## config.mk

```make
export PLATFORM = sky130hd
export DESIGN_NAME = jtag_cmd_sequencer_flat
export DESIGN_NICKNAME = d
export VERILOG_FILES = /design/src/rtl/jtag_seq_pkg.sv /design/src/rtl/jtag_cmd_sequencer_if.sv /design/src/rtl/jtag_tck_gen.sv /design/src/rtl/jtag_cmd_sequencer.sv /design/src/flat_wrapper.sv
export SDC_FILE = /design/constraint.sdc
export NUM_CORES = 1
export LEC_CHECK = 0
export ABC_AREA = 1
export CAP_MARGIN = 10
export CORE_MARGIN = 4
export CORE_UTILIZATION = 23
export DETAILED_ROUTE_END_ITERATION = 6
export PLACE_DENSITY = 0.44
export SETUP_SLACK_MARGIN = 0.5
export SLEW_MARGIN = 10
export SYNTH_ARGS = -nofsm -noshare
export SYNTH_HDL_FRONTEND = slang
export SYNTH_HIERARCHICAL = 1
export SYNTH_SLANG_ARGS = --single-unit
```

## constraint.sdc

```tcl
create_clock -name clock -period 1.65 [get_ports clock]
set_input_delay 0.165 -clock clock [delete_from_list [all_inputs] [get_ports clock]]
set_output_delay 0.165 -clock clock [all_outputs]
set_load 0.005 [all_outputs]
```

## src/rtl/jtag_seq_pkg.sv

```systemverilog
// ---------------------------------------------------------------------------
// jtag_seq_pkg
// Shared definitions for the JTAG command sequencer:
//   - command opcodes (cmd[2:0])
//   - sequencer state encoding
//   - response flag bit positions
//   - txBit(): picks the transmit bit for a given index and bit order
// ---------------------------------------------------------------------------
package jtag_seq_pkg;

    localparam logic [2:0] OP_SET_CFG = 3'b001;
    localparam logic [2:0] OP_RESET   = 3'b011;
    localparam logic [2:0] OP_SHIFT   = 3'b110;

    localparam int FLAG_LAST_TMS  = 0;
    localparam int FLAG_MSB_FIRST = 1;

    typedef enum logic [2:0] {
        IDLE,
        CFG_STALL,
        GET_DATA,
        BIT_LO,
        BIT_HI,
        RESP
    } seqState_t;

    // Bit idx of the outgoing byte, counted in transmit order.
    function automatic logic txBit(input logic [7:0] data,
                                   input logic [2:0] idx,
                                   input logic       msbFirst);
        return msbFirst ? data[3'd7 - idx] : data[idx];
    endfunction

endpackage

```

## src/rtl/jtag_cmd_sequencer_if.sv

```systemverilog
// ---------------------------------------------------------------------------
// jtag_cmd_sequencer_if
// Host-side FIFO handshake bundle for the JTAG command sequencer.
//   cmd_data/cmd_valid/cmd_ready : input FIFO head and pop strobe
//   rsp_flags/rsp_count/rsp_bits : response pair pushed to output FIFOs
//   rsp_valid/rsp_ready          : response handshake
// Modports: master = FIFO/host side, slave = sequencer side.
// ---------------------------------------------------------------------------
interface jtag_cmd_sequencer_if;
    logic [7:0] cmd_data;
    logic       cmd_valid;
    logic       cmd_ready;
    logic [3:0] rsp_flags;
    logic [3:0] rsp_count;
    logic [7:0] rsp_bits;
    logic       rsp_valid;
    logic       rsp_ready;

    modport master (
        output cmd_data, cmd_valid, rsp_ready,
        input  cmd_ready, rsp_flags, rsp_count, rsp_bits, rsp_valid
    );

    modport slave (
        input  cmd_data, cmd_valid, rsp_ready,
        output cmd_ready, rsp_flags, rsp_count, rsp_bits, rsp_valid
    );
endinterface

```

## src/rtl/jtag_tck_gen.sv

```systemverilog
// ---------------------------------------------------------------------------
// jtag_tck_gen
// TCK half-period timer and TCK register.
//   clock, reset_n : UDB clock / async active-low reset
//   div            : half-period length minus one, in clocks
//   reload         : restart the half-period and load tck with level
//   level          : TCK level for the half-period being started
//   halfDone       : current half-period ends on the next rising edge
//   tck            : registered TCK pin
// The counter only restarts on reload; once it reaches zero it parks there
// so a stalled sequencer never sees a spurious second strobe.
// ---------------------------------------------------------------------------
module jtag_tck_gen #(
    parameter int DIV_W = 4
) (
    input  logic             clock,
    input  logic             reset_n,
    input  logic [DIV_W-1:0] div,
    input  logic             reload,
    input  logic             level,
    output logic             halfDone,
    output logic             tck
);

    logic [DIV_W-1:0] cntReg;

    always_ff @(posedge clock or negedge reset_n) begin
        if (!reset_n) begin
            cntReg <= '0;
            tck    <= 1'b0;
        end else if (reload) begin
            cntReg <= div;
            tck    <= level;
        end else if (cntReg != '0) begin
            cntReg <= cntReg - 1'b1;
        end
    end

    assign halfDone = (cntReg == '0);

endmodule

```

## src/rtl/jtag_cmd_sequencer.sv

```systemverilog
// ---------------------------------------------------------------------------
// jtag_cmd_sequencer
// Pops command/data bytes from the host FIFO, drives TCK/TMS/TDI, captures
// TDO and presents {flags,count}+bits response pairs.
//   clock, reset_n     : UDB clock / async active-low reset
//   bus (slave)        : command FIFO pop and response push handshakes
//   proceed / stall    : release pulse / held-SET_CFG indicator
//   tck, tms, tdi, tdo : JTAG pins
//   busy               : sequencer not in IDLE
//   err                : sticky illegal-opcode flag
// Commands: SET_CFG (div, bit order), RESET (RST_CLKS TMS-high clocks),
// SHIFT (1..8 bits of the following data byte, optional read-back).
// ---------------------------------------------------------------------------
module jtag_cmd_sequencer
    import jtag_seq_pkg::*;
#(
    parameter int DIV_W    = 4,
    parameter int RST_CLKS = 5
) (
    input  logic                 clock,
    input  logic                 reset_n,
    jtag_cmd_sequencer_if.slave  bus,
    input  logic                 proceed,
    output logic                 stall,
    output logic                 tck,
    output logic                 tms,
    output logic                 tdi,
    input  logic                 tdo,
    output logic                 busy,
    output logic                 err
);

    localparam logic [7:0] RST_LAST = 8'(RST_CLKS - 1);

    seqState_t        state;
    logic [DIV_W-1:0] divReg;
    logic             msbFirst;
    logic             tmsVal;
    logic             rdFlag;
    logic [7:0]       lastIdx;
    logic [7:0]       bitIdx;
    logic [7:0]       dataReg;
    logic [7:0]       rxReg;
    logic [3:0]       rspFlags;
    logic [3:0]       rspCount;
    logic [7:0]       rspBits;
    logic             rspValid;

    logic       pop;
    logic [2:0] opcode;
    logic [7:0] nextIdx;
    logic       tckReload;
    logic       tckLevel;
    logic       halfDone;

    // Pop is combinational on cmd_valid so IDLE can take a new command on
    // its very first clock, keeping back-to-back commands bubble-free.
    assign bus.cmd_ready = bus.cmd_valid && (state == IDLE || state == GET_DATA);
    assign pop           = bus.cmd_valid && bus.cmd_ready;
    assign opcode        = bus.cmd_data[2:0];
    assign nextIdx       = bitIdx + 8'd1;
    assign busy          = (state != IDLE);

    assign bus.rsp_flags = rspFlags;
    assign bus.rsp_count = rspCount;
    assign bus.rsp_bits  = rspBits;
    assign bus.rsp_valid = rspValid;

    // Every half-period starts with a reload; leaving the last BIT_HI also
    // reloads with level 0, which is what returns TCK low.
    assign tckReload = (state == IDLE && pop && opcode == OP_RESET)
                    || (state == GET_DATA && pop)
                    || ((state == BIT_LO || state == BIT_HI) && halfDone);
    assign tckLevel  = (state == BIT_LO);

    jtag_tck_gen #(
        .DIV_W (DIV_W)
    ) u_tckGen (
        .clock    (clock),
        .reset_n  (reset_n),
        .div      (divReg),
        .reload   (tckReload),
        .level    (tckLevel),
        .halfDone (halfDone),
        .tck      (tck)
    );

    always_ff @(posedge clock or negedge reset_n) begin
        if (!reset_n) begin
            state    <= IDLE;
            divReg   <= '0;
            msbFirst <= 1'b0;
            tmsVal   <= 1'b1;
            rdFlag   <= 1'b0;
            lastIdx  <= '0;
            bitIdx   <= '0;
            dataReg  <= '0;
            rxReg    <= '0;
            stall    <= 1'b0;
            tms      <= 1'b1;
            tdi      <= 1'b0;
            err      <= 1'b0;
            rspFlags <= '0;
            rspCount <= '0;
            rspBits  <= '0;
            rspValid <= 1'b0;
        end else begin
            case (state)
                IDLE: begin
                    if (pop) begin
                        case (opcode)
                            OP_SET_CFG: begin
                                divReg   <= DIV_W'(bus.cmd_data[7:4]);
                                msbFirst <= bus.cmd_data[3];
                                stall    <= 1'b1;
                                state    <= CFG_STALL;
                            end
                            OP_RESET: begin
                                // Runs through the shift path with an all-zero
                                // data byte and TMS forced high.
                                tmsVal  <= 1'b1;
                                rdFlag  <= 1'b0;
                                lastIdx <= RST_LAST;
                                bitIdx  <= '0;
                                dataReg <= '0;
                                rxReg   <= '0;
                                tms     <= 1'b1;
                                tdi     <= 1'b0;
                                state   <= BIT_LO;
                            end
                            OP_SHIFT: begin
                                lastIdx <= {5'd0, bus.cmd_data[7:5]};
                                rdFlag  <= bus.cmd_data[4];
                                tmsVal  <= bus.cmd_data[3];
                                state   <= GET_DATA;
                            end
                            default: err <= 1'b1;
                        endcase
                    end
                end
                CFG_STALL: begin
                    if (proceed) begin
                        stall <= 1'b0;
                        state <= IDLE;
                    end
                end
                GET_DATA: begin
                    if (pop) begin
                        dataReg <= bus.cmd_data;
                        bitIdx  <= '0;
                        rxReg   <= '0;
                        tdi     <= txBit(bus.cmd_data, 3'd0, msbFirst);
                        tms     <= tmsVal;
                        state   <= BIT_LO;
                    end
                end
                BIT_LO: begin
                    if (halfDone) begin
                        // TDO captured on the TCK rising edge. MSB-first
                        // shifts in at bit 0 so the result ends up right
                        // aligned; LSB-first places bit i at position i.
                        if (msbFirst) begin
                            rxReg <= {rxReg[6:0], tdo};
                        end else begin
                            rxReg[bitIdx[2:0]] <= tdo;
                        end
                        state <= BIT_HI;
                    end
                end
                BIT_HI: begin
                    if (halfDone) begin
                        if (bitIdx == lastIdx) begin
                            if (rdFlag) begin
                                rspFlags                 <= '0;
                                rspFlags[FLAG_LAST_TMS]  <= tmsVal;
                                rspFlags[FLAG_MSB_FIRST] <= msbFirst;
                                rspCount                 <= lastIdx[3:0] + 4'd1;
                                rspBits                  <= rxReg;
                                rspValid                 <= 1'b1;
                                state                    <= RESP;
                            end else begin
                                state <= IDLE;
                            end
                        end else begin
                            bitIdx <= nextIdx;
                            tdi    <= txBit(dataReg, nextIdx[2:0], msbFirst);
                            state  <= BIT_LO;
                        end
                    end
                end
                RESP: begin
                    if (bus.rsp_ready) begin
                        rspValid <= 1'b0;
                        state    <= IDLE;
                    end
                end
                default: state <= IDLE;
            endcase
        end
    end

endmodule

```

## src/flat_wrapper.sv

```systemverilog
// flat-port wrapper written by rule: the top's interface ports become plain ports
module jtag_cmd_sequencer_flat import jtag_seq_pkg::*;
#(
    parameter int DIV_W    = 4,
    parameter int RST_CLKS = 5
)
  (clock, reset_n, proceed, stall, tck, tms, tdi, tdo, busy, err, bus_cmd_data, bus_cmd_valid, bus_rsp_ready, bus_cmd_ready, bus_rsp_flags, bus_rsp_count, bus_rsp_bits, bus_rsp_valid);
  jtag_cmd_sequencer_if bus_i ();
  input  logic clock;
  input  logic reset_n;
  input  logic proceed;
  output logic stall;
  output logic tck;
  output logic tms;
  output logic tdi;
  input  logic tdo;
  output logic busy;
  output logic err;
  input wire logic [$bits(bus_i.cmd_data)-1:0] bus_cmd_data;
  input wire logic [$bits(bus_i.cmd_valid)-1:0] bus_cmd_valid;
  input wire logic [$bits(bus_i.rsp_ready)-1:0] bus_rsp_ready;
  output wire logic [$bits(bus_i.cmd_ready)-1:0] bus_cmd_ready;
  output wire logic [$bits(bus_i.rsp_flags)-1:0] bus_rsp_flags;
  output wire logic [$bits(bus_i.rsp_count)-1:0] bus_rsp_count;
  output wire logic [$bits(bus_i.rsp_bits)-1:0] bus_rsp_bits;
  output wire logic [$bits(bus_i.rsp_valid)-1:0] bus_rsp_valid;
  assign bus_i.cmd_data = bus_cmd_data;
  assign bus_i.cmd_valid = bus_cmd_valid;
  assign bus_i.rsp_ready = bus_rsp_ready;
  assign bus_cmd_ready = bus_i.cmd_ready;
  assign bus_rsp_flags = bus_i.rsp_flags;
  assign bus_rsp_count = bus_i.rsp_count;
  assign bus_rsp_bits = bus_i.rsp_bits;
  assign bus_rsp_valid = bus_i.rsp_valid;
  jtag_cmd_sequencer #(.DIV_W(DIV_W), .RST_CLKS(RST_CLKS)) u_core (.clock(clock), .reset_n(reset_n), .bus(bus_i), .proceed(proceed), .stall(stall), .tck(tck), .tms(tms), .tdi(tdi), .tdo(tdo), .busy(busy), .err(err));
endmodule
```

=== Word-level counts from Yosys, hierarchy flattened ===
Index checks and enable logic that the tools add are counted.

* Add/sub/neg operators: 4
* Magnitude comparators: 4
* Equal/unequal tests: 21
* Muxes and demuxes: 54
* Bitwise logic cells: 1
* Reduce and logical (&&, ||, !) cells: 33

{| class="wikitable"
|+ Operator list
! operator !! count
|-
| 8-bit two-way mux || 8
|-
| 8-bit case mux with 3 select lines || 2
|-
| 8-bit case mux with 2 select lines || 2
|-
| 3-bit two-way mux || 8
|-
| 1-bit two-way mux || 20
|-
| 3-bit case mux with 6 select lines || 1
|-
| 3-bit by 4-bit < comparator with 1-bit output, second input constant || 3
|-
| 2-bit inequality test, second input constant || 6
|-
| 4-bit AND reduction || 3
|-
| 2-bit by 1-bit inequality test with 1-bit output, second input constant || 5
|-
| 1-bit case mux with 2 select lines || 5
|-
| 5-bit AND reduction || 2
|-
| 2-bit nonzero test || 5
|-
| 3-bit by 2-bit equality test with 1-bit output, second input constant || 3
|-
| 3-bit equality test, second input constant || 3
|-
| 3-bit case mux with 3 select lines || 1
|-
| 3-bit AND reduction || 3
|-
| 3-bit nonzero test || 3
|-
| 8-bit by 1-bit adder with 8-bit output, second input constant || 1
|-
| 8-bit bitwise mux || 1
|-
| 8-bit equality test || 1
|-
| 4-bit two-way mux || 2
|-
| 1-bit logical AND || 7
|-
| 7-bit AND reduction || 1
|-
| other kinds (16) || 21
|}

* Flip-flop bits (word level): 66
* Input port bits: 14
* Output and inout bits: 24
* Word-level logic and storage cells: 136

=== Logic depth before layout (Yosys ltp) ===
Gate-level depths: netlist of run 1.

* Depth in word-level cells: 9
* Gate-level depth with buffers: 12
* Gate-level depth less buffers: 11

=== Hierarchy ===
The synthesis of run 1 kept the hierarchy.

{| class="wikitable"
|+ Modules (own cells, without submodules)
! module !! instances !! cells each !! area an instance (µm²) !! seq. area each (µm²)
|-
| jtag_cmd_sequencer || 1 || 386 || 3057.9 || 1403.8
|-
| jtag_tck_gen || 1 || 39 || 292.8 || 125.1
|}

=== Least setup slack after synthesis of run 1 ===
Ideal clock, no wire load.

* Path type: reg-to-reg
* Start: reg u_core.u_tckGen.cntReg[0]
* End: reg u_core.rxReg[1]
* Setup time: 123 ps
* Data arrival time: 1730 ps
* Required time: 1527 ps
* Path slack: -203 ps
* Stages on the path, launching flop included: 10
* Buffers on the path: 0
* Clock period less this slack: 1853 ps
* Cell sequence: dfrtp_1 > inv_1 > ha_1 > nand2_1 > nor2_4 > inv_1 > o31ai_4 > o21ai_2 > a21oi_1 > a21oi_1

* Word-level cells in the longest chain between the ends: 3

{| class="wikitable"
|+ RTL lines
! what !! RTL line !! source
|-
| start, declared || jtag_tck_gen.sv:25 || <nowiki>logic [DIV_W-1:0] cntReg;</nowiki>
|-
| start signal, assigned || jtag_tck_gen.sv:32 || <nowiki>cntReg <= div;</nowiki>
|-
| start signal, assigned || jtag_tck_gen.sv:35 || <nowiki>cntReg <= cntReg - 1'b1;</nowiki>
|-
| 4-bit logical NOT || jtag_tck_gen.sv:39 || <nowiki>assign halfDone = (cntReg == '0);</nowiki>
|-
| via u_core.halfDone || jtag_cmd_sequencer.sv:54 || <nowiki>logic halfDone;</nowiki>
|-
| 2-bit by 1-bit inequality test with 1-bit output (no line) || n/a ||
|-
| 5-bit AND reduction (no line) || n/a ||
|-
| end signal, assigned || jtag_cmd_sequencer.sv:163 || <nowiki>rxReg <= {rxReg[6:0], tdo};</nowiki>
|-
| end signal, assigned by index || jtag_cmd_sequencer.sv:165 || <nowiki>rxReg[bitIdx[2:0]] <= tdo;</nowiki>
|-
| end, declared || jtag_cmd_sequencer.sv:43 || <nowiki>logic [7:0] rxReg;</nowiki>
|}

The timed path passes the listed nets, and every way through them passes these cells.
A chain may end at the register's enable or synchronous reset.

=== Worst setup path after layout of run 1 ===
* Start: reg u_core.u_tckGen.cntReg[1]
* End: reg u_core.rxReg[2]

The elaborated chain is that of the path after synthesis.

==> results of run 1 <==
## worst max-delay path, cell delays in order (launching register included)
cell     delay, ns
dfrtp_1       0.39
inv_2         0.08
ha_4          0.15
nand2_4       0.05
nor2_4        0.15
inv_2         0.07
o31ai_4       0.21
buf_12        0.18
o21ai_2       0.07
a21oi_2       0.11
a21oi_1       0.05
## how the worst min path moves through the flow
stage	from	slack, ns	to	cells after the start
global placement	reset_n	0.21	u_core/state[2]	2
CTS	reset_n	0.38	u_core/state[1]	3
floorplan	reset_n	-0.13	u_core/bitIdx[0]	0
finish	reset_n	0.36	u_core/stall	3
global route	reset_n	0.39	u_core/stall	3
detailed placement	reset_n	0.21	u_core/err	2
## cells in the mapped netlist (3+ instances only)
master and n:
ha_1 3, o22ai_1 6, o211ai_1 3, nand2_1 94, nand4_1 4, nor3_1 6
o21ai_1 25, xor2_1 4, o21ai_2 5, nand2_4 4, nand3_1 34, buf_2 6
nor2_4 5, inv_2 9, nor2_2 4, buf_4 5, o21ai_0 17, dfrtp_1 59
nand2_2 6, a21oi_1 27, nor2_1 33, inv_1 45
## cell type report
type                            count  area, um^2
Clock buffer                       12         256
Clock inverter                      4        70.1
Fill cell                        1461        8900
Inverter                           55         224
Multi-Input combinational cell    298        1800
Sequential cell                    61        1540
Tap cell                          180         225
Timing Repair Buffer              118        1080
## what timing repair did
action                                  CTS  global route
pin swaps                                13             9
gates cloned                              2             0
hold buffers                              1             0
setup buffers                            23            19
endpoints found under the hold margin    59             0
gates resized for setup                  77            46
endpoints found under the setup margin   82            79
## cells by family (layout without fill, tap and decap cells)
| logic type | Yosys count | after routing |
|---|---|---|
| flip-flops | 61 | 61 |
| AO/OA/AOI/OAI | 88 | 88 |
| AND/OR/NAND/NOR | 198 | 199 |
| adder cells (fa/ha/maj) | 3 | 3 |
| XOR/XNOR | 6 | 6 |
| other | 1 | 2 |
| buffers and inverters | 68 | 189 |
## registers in the layout (all words and copies together) (netlist names), 2 cells and up
register	cells
u_core/bitIdx	8
u_core/bus.rsp_bits	8
u_core/bus.rsp_count	4
u_core/bus.rsp_flags	2
u_core/dataReg	8
u_core/divReg	4
u_core/lastIdx	3
u_core/rxReg	8
u_core/state	3
u_core/u_tckGen/cntReg	4
## routing by layer
metal / track usage, % / wire (um)
met1: 17.1 / 4610
met2: 17.9 / 4300
met3: 3.40 / 423
met4: 4.51 / 126
met5: 0 / 0
## through the flow
step	std cells	TNS, ns	worst slack (ns)
floorplan	426	-0.149	-0.0351
global placement	667	-0.153	-0.0563
detailed placement	667	-0.306	-0.0937
CTS	709	0	0.0161
global route	728	-1.71	-0.120
finish	728	0	0.00833
## power by group through the flow
stage	logic (W)	clock network, W	registers (W)
2_1_floorplan	0.00229	0	0.00225
3_3_place_gp	0.00333	0	0.00230
3_5_place_dp	0.00336	0	0.00231
4_1_cts	0.00396	0.00214	0.00226
5_1_grt	0.00487	0.00223	0.00233
6_report	0.00436	0.00208	0.00227
==> impl_metrics.csv, run 1 <==
group,metric,value,unit
finish,layout_common_cells,"nand2_1 (87), buf_4 (66), dfrtp_1 (54)",
timing,setup_viol,0,
yosys,yosysWarnings,6,
placed_design,portBuffers,35,
timing,fmax,609,MHz
timing,min_period,1.64,ns
clocking,clock_latency,0.33,ns
timing,fin_crit_sh,99.5,%
floorplan,io_pins,38,
critical_path,cp-startpoint,"u_core/u_tckGen/cntReg[1]",
yosys,synth_top_area_cell,"dfrtp_1",
power,pwr-share-comb,50.0,%
yosys,syn_inst,425,
grt,grt_pass1_vias,3265,
yosys,synth_seq_cells,61,
clocking,clockBufferDepth,2,
timing,finalHoldViolCount,0,
finish,area_growth,55.2,%
timing,whs,0.360,ns
yosys,syn_area,3350,um^2
detailed_routing,drtIter0Drc,176,
finish,final_common_cell,"nand2_1",
timing,report.final.slew_viol_count,0,
finish,fin_util,36.9,%
placed_design,place_hpwl,6.59,mm
grt,grt_max_degree,62,
finish,nets,560,
power,swShare,38.8,%
power,p_int,0.00533,W
yosys,ys_seq_area_share,45.6,%
power,power.density,1670,nW/um^2
critical_path,reg2reg_to,"u_core/rxReg[2]",
finish,drive_above_1_share,35.6,%
yosys,synth_ff_type,"dfrtp_1",
clocking,clock-root-buffer,"clkbuf_16",
grt,grt_antenna_before_repair,0,
detailed_routing,drt_wl_total,9.46,mm
worst_hold_path,hold_path.class,"input pin to async pin",
yosys,synthAdderAreaFrac,1.12,%
critical_path,reg2regPathDepth,10,
critical_path,regToRegSetupSlack,0.008,ns
critical_path,worstSetupPathType,"flop to flop",
critical_path,critPathMaxFanout,8,
critical_path,worst_setup_path_start_kind,"flop",
floorplan,fp.coreArea,14100,um^2
yosys,synth_cell_types,36,
yosys,muxShareOfSynthArea,0,%
yosys,yosysTopAreaCellShare,44.1,%
run,maxCapViolCount,0,
grt,overflow,0,
clocking,htree_levels,3,
power,power_frac_clock,23.9,%
timing,final.setup_skew,0.00689,ns
critical_path,cp_data_arrival_time,1.86,ns
detailed_routing,via_per_inst,4.42,
floorplan,die_h,129,um
clocking,cts_tree,"built",
power,p_leak,2.43,nW
power,power,0.00871,W
floorplan,die_w,129,um
floorplan,start_util,23.8,%
timing,rsz0062_at_grt,"yes",
placed_design,place_area,4250,um^2
placed_design,gp_congestion,0.783,
detailed_routing,vias,3221,
power,p_seq_share,26.0,%
power,p_switching,0.00338,W
yosys,async_reset_ff_share,100,%
power,ir_worst_vdd,0.677,mV
clocking,cts.sinks,61,
detailed_routing,drc,0,
yosys,syn_avg_cell_area,7.88,um^2
yosys,synth-simple-area-share,28.2,%
outcome,status,"finished, final reports clean",
yosys,synth_xor_area_share,1.57,%
critical_path,endpoint,"u_core/rxReg[2]",
critical_path,worstPathRequired,1.87,ns
floorplan,die_area,16600,um^2
grt,grt_usage,12.2,%
detailed_routing,drtPass1Iterations,4,
finish,antenna_cells,0,
yosys,synth_edf_count,0,
yosys,synth_top_family_by_area,"simple AND/OR/NAND/NOR gates",
critical_path,r2r_start,"u_core/u_tckGen/cntReg[1]",
detailed_routing,ant_nets,0,
clocking,cts_buffers,9,
grt,grt_pass1_wl,16.1,mm
finish,postLayoutCellArea,5200,um^2
yosys,synthTopCellsByArea,"dfrtp_1 (44%), nand2_1 (11%), nand3_1 (5.1%), inv_1 (5.0%), a21oi_1 (4.0%)",
critical_path,cp-end-kind,"flop",
yosys,synth_compound_area_share,14.9,%
clocking,clkSlewWorstSetupHoldPaths,0.05,ns
detailed_routing,routedWlPerCell,13.0,um
floorplan,rows,43,
(Power assumes the default switching activity.)
==> run 2: changes to the inputs <==
- TNS_END_PERCENT: not set -> 10
==> run 2 against run 1 <==
Against the previous run:
- the flow now finishes with violations (setup timing)
- sequential power up 2%
- register-to-register slack worse by 0.04 ns
- setup slack got worse by 0.039 ns
- largest power group unchanged
==> impl_metrics.csv, run 2 (synthesis gave the netlist of run 1 again) <==
group,metric,value,unit
outcome,status,"finished, violations left",
floorplan,rows,43,
timing,fin_crit_sh,102,%
finish,postLayoutCellArea,5030,um^2
timing,min_period,1.68,ns
finish,final_common_cell,"nand2_1",
clocking,htree_levels,3,
worst_hold_path,hold_path.class,"input pin to async pin",
critical_path,r2r_start,"u_core/u_tckGen/cntReg[0]",
critical_path,worstPathRequired,1.87,ns
floorplan,die_h,129,um
finish,antenna_cells,0,
detailed_routing,vias,3096,
run,maxCapViolCount,0,
timing,final.setup_skew,0.00874,ns
power,power,0.00868,W
power,ir_worst_vdd,0.636,mV
floorplan,die_w,129,um
clocking,cts.sinks,61,
timing,setup_slack,-0.0304,ns
grt,grt_pass1_wl,15.7,mm
detailed_routing,drc,0,
clocking,clock-root-buffer,"clkbuf_16",
finish,area_growth,50.1,%
critical_path,critPathMaxFanout,8,
clocking,clock_latency,0.34,ns
timing,rsz0062_at_grt,"yes",
clocking,clkSlewWorstSetupHoldPaths,0.06,ns
detailed_routing,drt_wl_total,9.26,mm
floorplan,io_pins,38,
critical_path,reg2reg_to,"u_core/rxReg[1]",
floorplan,fp.coreArea,14100,um^2
placed_design,gp_congestion,0.806,
timing,setup_viol,2,
critical_path,worst_setup_path_start_kind,"flop",
critical_path,reg2regPathDepth,10,
grt,overflow,0,
power,p_leak,2.29,nW
critical_path,cp-end-kind,"flop",
placed_design,portBuffers,35,
clocking,clockBufferDepth,2,
timing,fmax,595,MHz
grt,grt_pass1_vias,3197,
finish,layout_common_cells,"nand2_1 (72), dfrtp_1 (54), buf_4 (45)",
grt,grt_max_degree,62,
grt,grt_usage,12.0,%
finish,nets,531,
detailed_routing,ant_nets,0,
timing,report.final.slew_viol_count,0,
outcome,violations,"setup timing",
clocking,cts_buffers,9,
clocking,cts_tree,"built",
floorplan,start_util,23.8,%
placed_design,place_area,4250,um^2
power,power.density,1730,nW/um^2
critical_path,worstSetupPathType,"flop to flop",
finish,drive_above_1_share,36.0,%
grt,grt_antenna_before_repair,0,
critical_path,regToRegSetupSlack,-0.03,ns
timing,whs,0.366,ns
floorplan,die_area,16600,um^2
detailed_routing,drtPass1Iterations,4,
critical_path,cp_data_arrival_time,1.90,ns
detailed_routing,drtIter0Drc,195,
detailed_routing,via_per_inst,4.43,
timing,finalHoldViolCount,0,
placed_design,place_hpwl,6.61,mm
detailed_routing,routedWlPerCell,13.2,um
## run 2: area by class of cell
class	instances	area (um^2)
fillers	1475	9070
clock inverters	6	111
repair buffers	90	836
clock buffers	10	229
well taps	180	225
multi-input cells	297	1870
inverters	55	219
flip-flops and latches	61	1540
## run 2: layer usage
metal / vias to the layer above / GRT usage, % / part of all wire (%)
met5: - / 0 / 0
met4: 0 / 4.82 / 1.7
met3: 13 / 3.03 / 3.6
met2: 48 / 18.7 / 45
met1: 1472 / 15.9 / 49
li1: 1563 / - / -
## run 2: through the flow
step / cells / setup TNS (ns) / setup WS [ns] / utilization (%)
2_1_floorplan: 426 / -0.215 / -0.0357 / -
3_3_place_gp: 669 / -0.105 / -0.0331 / 30.2
3_5_place_dp: 669 / -0.519 / -0.0560 / 30.2
4_1_cts: 695 / -0.0374 / -0.0155 / 34.2
5_1_grt: 699 / -1.15 / -0.103 / 35.7
6_report: 699 / -0.0403 / -0.0304 / 35.7
## run 2: how the worst max path moves through the flow
stage	start	end	slack, ns	depth (start not counted)
2_1_floorplan	u_core/u_tckGen/cntReg[0]	u_core/rxReg[1]	-0.04	9
3_3_place_gp	bus_cmd_data[0]	u_core/u_tckGen/cntReg[3]	-0.03	9
3_5_place_dp	bus_cmd_data[0]	u_core/u_tckGen/cntReg[3]	-0.06	9
4_1_cts	u_core/u_tckGen/cntReg[1]	u_core/rxReg[2]	-0.02	10
5_1_grt	u_core/u_tckGen/cntReg[0]	u_core/rxReg[2]	-0.10	10
6_report	u_core/u_tckGen/cntReg[0]	u_core/rxReg[1]	-0.03	10
## run 2: timing repair
item / CTS / global route
resized for setup: 102 / 59
buffers inserted: 9 / 4
hold endpoints to repair: 59 / 0
hold buffers: 1 / 0
pin swaps: 22 / 28
endpoints found under the setup margin: 83 / 70
## run 2: power by group
group | switching, W | total [W] | internal [W]
Combinational | 0.00234 | 0.00418 | 0.00184
Sequential | 0.000340 | 0.00231 | 0.00197
Clock | 0.000710 | 0.00218 | 0.00147
## run 2: worst max-delay path: stages (launching register included)
cell and delay [ns]:
dfrtp_1 0.39, inv_2 0.08, ha_4 0.14, nand2_4 0.05, nor2_4 0.16, inv_2 0.08, o31ai_4 0.22, buf_12 0.18
o21ai_2 0.06, a21oi_1 0.14, a21oi_1 0.06
